--- src/rtl/lfsr_prbs_gen.sv ---
// Parameterised XNOR LFSR PRBS generator, BPC bits per enabled cycle.
// Optional de Bruijn extension inserts the all-ones state into the cycle.
module lfsr_prbs_gen #(
  parameter int unsigned     WIDTH       = 22,
  parameter logic [WIDTH-1:0] TAPS       = WIDTH'(22'h000003),
  parameter int unsigned     BPC         = 1,
  parameter bit              DEBRUIJN    = 1'b1,
  parameter logic [WIDTH-1:0] EXT_PRE    = WIDTH'(1),
  parameter logic [WIDTH-1:0] RESET_VALUE = WIDTH'(1),
  parameter logic [WIDTH-1:0] MARK       = '1
) (
  input  logic             sys_clk,
  input  logic             reset,
  input  logic             clk_ena,
  input  logic             load,
  input  logic [WIDTH-1:0] seed_in,
  output logic [WIDTH-1:0] state_out,
  output logic [BPC-1:0]   dout,
  output logic             dout_valid,
  output logic             mark,
  output logic             lockup
);

  localparam logic [WIDTH-1:0] ONES = '1;

  function automatic logic [WIDTH-1:0] f(input logic [WIDTH-1:0] s);
    return {~^(s & TAPS), s[WIDTH-1:1]};
  endfunction

  logic [WIDTH-1:0] nxt;
  logic [BPC-1:0]   bits;
  logic             hit;
  logic             lk;

  always_comb begin
    nxt  = state_out;
    bits = '0;
    hit  = 1'b0;
    lk   = 1'b0;
    for (int i = 0; i < int'(BPC); i++) begin
      bits[i] = nxt[0];
      if (DEBRUIJN) begin
        // EXT_PRE detours through all-ones, which rejoins at f(EXT_PRE)
        if (nxt == EXT_PRE)   nxt = ONES;
        else if (nxt == ONES) nxt = f(EXT_PRE);
        else                  nxt = f(nxt);
      end else if (nxt == ONES) begin
        nxt = RESET_VALUE;
        lk  = 1'b1;
      end else begin
        nxt = f(nxt);
      end
      if (nxt == MARK) hit = 1'b1;
    end
  end

  always_ff @(posedge sys_clk) begin
    if (reset) begin
      state_out  <= RESET_VALUE;
      dout       <= '0;
      dout_valid <= 1'b0;
      mark       <= 1'b0;
      lockup     <= 1'b0;
    end else if (load) begin
      state_out  <= seed_in;
      dout_valid <= 1'b0;
      mark       <= 1'b0;
      lockup     <= 1'b0;
    end else if (clk_ena) begin
      state_out  <= nxt;
      dout       <= bits;
      dout_valid <= 1'b1;
      mark       <= hit;
      lockup     <= lk;
    end else begin
      dout_valid <= 1'b0;
      mark       <= 1'b0;
      lockup     <= 1'b0;
    end
  end

endmodule

--- config.mk ---
export PLATFORM = sky130hd
export DESIGN_NAME = lfsr_prbs_gen
export DESIGN_NICKNAME = d
export VERILOG_FILES = /design/src/rtl/lfsr_prbs_gen.sv
export SDC_FILE = /design/constraint.sdc
export NUM_CORES = 1
export LEC_CHECK = 0
export ABC_CLOCK_PERIOD_IN_PS = 3660
export BUFFER_PORTS_ARGS = -buffer_cell sky130_fd_sc_hd__buf_2
export CORE_ASPECT_RATIO = 1.2
export CORE_MARGIN = 1.5
export CORE_UTILIZATION = 53
export CTS_CLUSTER_SIZE = 30
export DETAILED_ROUTE_END_ITERATION = 12
export PLACE_DENSITY = 0.92
export RECOVER_POWER = 100
export SYNTH_ARGS = -nofsm -noshare
export SYNTH_HDL_FRONTEND = slang
export SYNTH_SLANG_ARGS = --single-unit
--- constraint.sdc ---
create_clock -name sys_clk -period 3.66 [get_ports sys_clk]
set_input_delay 0.732 -clock sys_clk [delete_from_list [all_inputs] [get_ports sys_clk]]
set_output_delay 0.732 -clock sys_clk [all_outputs]
set_load 0.005 [all_outputs]
==> results.sh <==
export IMPL_slew_headroom_pct=30.0
export IMPL_fin_hold_ws_ns=0.525
export IMPL_fp_dieArea_um2=3050
export IMPL_endpoint_kind="flop"
export IMPL_routedWlPerCell_um=13.8
export IMPL_clkLatencyLatePin_ns=0.33
export IMPL_hold_class="reg -> reg"
export IMPL_drtIter0Drc=26
export IMPL_die_x_um=50.7
export IMPL_period_share_pct=69.9
export IMPL_die_h_um=60.2
export IMPL_path_clk_slew_ns=0.13
export IMPL_crit_path_start_kind="input port"
export IMPL_slowest_stage="clkbuf_1"
export IMPL_grt_util_all_layers_pct=24.5
export IMPL_drc=0
export IMPL_cts_hold_buffers=0
export IMPL_place_area_um2=1660
export IMPL_maxCapViolations=0
export IMPL_cts_tree="done"
export IMPL_p_leak_nw=0.690
export IMPL_syn_nets=202
export IMPL_cts_resized=0
export IMPL_rows=20
export IMPL_cp_slowest_stage_delay_ns=0.76
export IMPL_drv_slew=0
export IMPL_gp_congestion=0.817
export IMPL_setup_tns_final_ns=0
export IMPL_crit_required_ns=3.94
export IMPL_worstMarginPinSlew_ns=1.05
export IMPL_critPathKind="in -> reg"
export IMPL_clockRootBuffer="clkbuf_4"
export IMPL_dr_total_vias=1448
export IMPL_grt_max_degree=45
export IMPL_antenna_found_initial=0
export IMPL_period_minus_slack_ns=2.56
export IMPL_cp_arrival_ns=2.84
export IMPL_setup_viol=0
export IMPL_port_buffers=50
export IMPL_fin_ws_ns=1.10
export IMPL_power_mw=0.553
export IMPL_cp_max_fo=24
export IMPL_area_growth_syn_to_layout_pct=13.8
export IMPL_num_io_pins=52
export IMPL_diodes=0
export IMPL_grt_pass1_wl_um=5730
export IMPL_skew_ns=0.00882
export IMPL_post_place_ws_ns=1.28
export IMPL_core_um2=2550
export IMPL_ir_drop_uv=226
export IMPL_cts_htree_levels=1
export IMPL_finalInstanceArea_um2=1650
export IMPL_synth_seq_cells=25
export IMPL_post_cts_buffers=0
export IMPL_synth_distinct_cells=36
export IMPL_cts_path_max_buffers=2
export IMPL_timing_fmax_mhz=391
export IMPL_globalRouteOverflowTotal=0
export IMPL_rsz0062_at_grt="no"
export IMPL_drive_above_1_share_pct=27.1
export IMPL_finalHoldViolations=0
export IMPL_avgViaCountPerCell=5.86
export IMPL_first_global_vias=1330
export IMPL_synth_cells=174
export IMPL_seq_area_frac_synth_pct=34.6
export IMPL_drt_pass1_iterations=4
export IMPL_final_net_count=243
export IMPL_ant_nets=0
export IMPL_avgSynthCellArea_um2=8.31
export IMPL_status="finished, final reports clean"
export IMPL_powerDensity_nw_per_um2=336
export IMPL_ys_warn_count=0
export IMPL_dp_hpwl_um=2420
export IMPL_cts_sinks=25
export IMPL_cp_cell_sequence="clkbuf_1, nand2b_1, nor2_1, and3_1, a311o_1"
export IMPL_initial_utilization_pct=56.7
export IMPL_cts_buffers=3
export IMPL_drt_wl_total_um=3400
export IMPL_syn_area_um2=1450
==> cell type report <==
type / instances / area, um^2
fill: 264 / 907
multi-input combinational: 133 / 821
inverter: 1 / 3.75
clock buffer: 3 / 22.5
tap: 33 / 41.3
timing repair buffer: 51 / 251
clock inverter: 1 / 5.00
sequential: 25 / 500
==> registers in the layout (all words and copies together) (netlist names) <==
| name | count |
|---|---|
| state_out | 22 |
| dout | 1 |
| mark | 1 |
| dout_valid | 1 |
==> final timing paths <==
check | from | depth (start not counted) | endpoint | slack (ns)
worst max-delay path | clk_ena | 5 | state_out[6] | 1.10
worst max register to register | state_out[1] | 5 | state_out[21] | 1.93
worst min-delay path | dout | 2 | dout | 0.52
worst min register to register | dout | 2 | dout | 0.52
==> placed cells by master, fill, tap and decap left out, types with 2 or more instances in the layout <==
cell type / instances
a21oi_1: 23
a211oi_2: 3
buf_2: 45
clkbuf_4: 3
nand4_1: 3
clkbuf_1: 5
nor2_1: 38
o21ai_1: 14
a211oi_1: 10
a311o_1: 8
nor3b_1: 7
and4_1: 4
ha_1: 2
dfxtp_1: 25
nor4_1: 3
==> report_power, final <==
group | internal, mW | leakage, nW | switching [mW]
clock network | 0.0411 | 0.0177 | 0.0860
logic | 0.0540 | 0.466 | 0.0583
registers | 0.291 | 0.207 | 0.0231
==> cells by family after synthesis <==
family	after synthesis	synth area share, %
adders and majority gates	2	1.73
and+or+nand+nor	67	25.7
AOI/OAI and AO/OA	62	30.8
buffers and inverters	16	6.23
muxes	1	0.692
other	1	0.259
DFF	25	34.6
==> routing by layer <==
| layer | GRT usage [%] | routed length (um) | vias to the layer above |
|---|---|---|---|
| met5 | 0 | 0 | - |
| met4 | 9.27 | 51 | 0 |
| met3 | 2.25 | 188 | 5 |
| met2 | 44.0 | 1670 | 50 |
| met1 | 30.3 | 1490 | 671 |
| li1 | - | - | 722 |
==> critical path, delay by kind of cell <==
kind | cells | cell delay [ns]
and+or+nand+nor | 3 | 1.20
AOI/OAI and AO/OA | 1 | 0.14
buffers and inverters | 1 | 0.76
==> Yosys cell counts (all sizes together) <==
cell type   n  area [um^2]
nand3       1         5.00
a211oi     13          148
mux2i       1         10.0
nor3b       8         65.1
a311o       8         80.1
o21ai      14         70.1
nand2b      1         6.26
nor2b       1         6.26
nand4       4         40.0
clkbuf      4         15.0
or3         1         11.3
inv         1         3.75
nor3        2         15.0
and2        1         6.26
a22o        1         8.76
nor4        3         18.8
a21oi      24          124
o21bai      1         7.51
dfxtp      25          500
nand2       1         3.75
nor2       38          143
a22oi       1         7.51
and3        1         6.26
and4b       1         10.0
and4        4         35.0
conb        1         3.75
ha          2         25.0
buf        11         71.3
==> through the flow <==
| stage | std cells | util (%) |
|---|---|---|
| after global routing | 247 | 64.5 |
| after CTS | 247 | 66.1 |
| final | 247 | 64.5 |
| after detailed placement | 243 | 65.0 |
| after global placement | 243 | 65.0 |
| after floorplan | 174 | - |
Power figures use the tool's default switching activity.
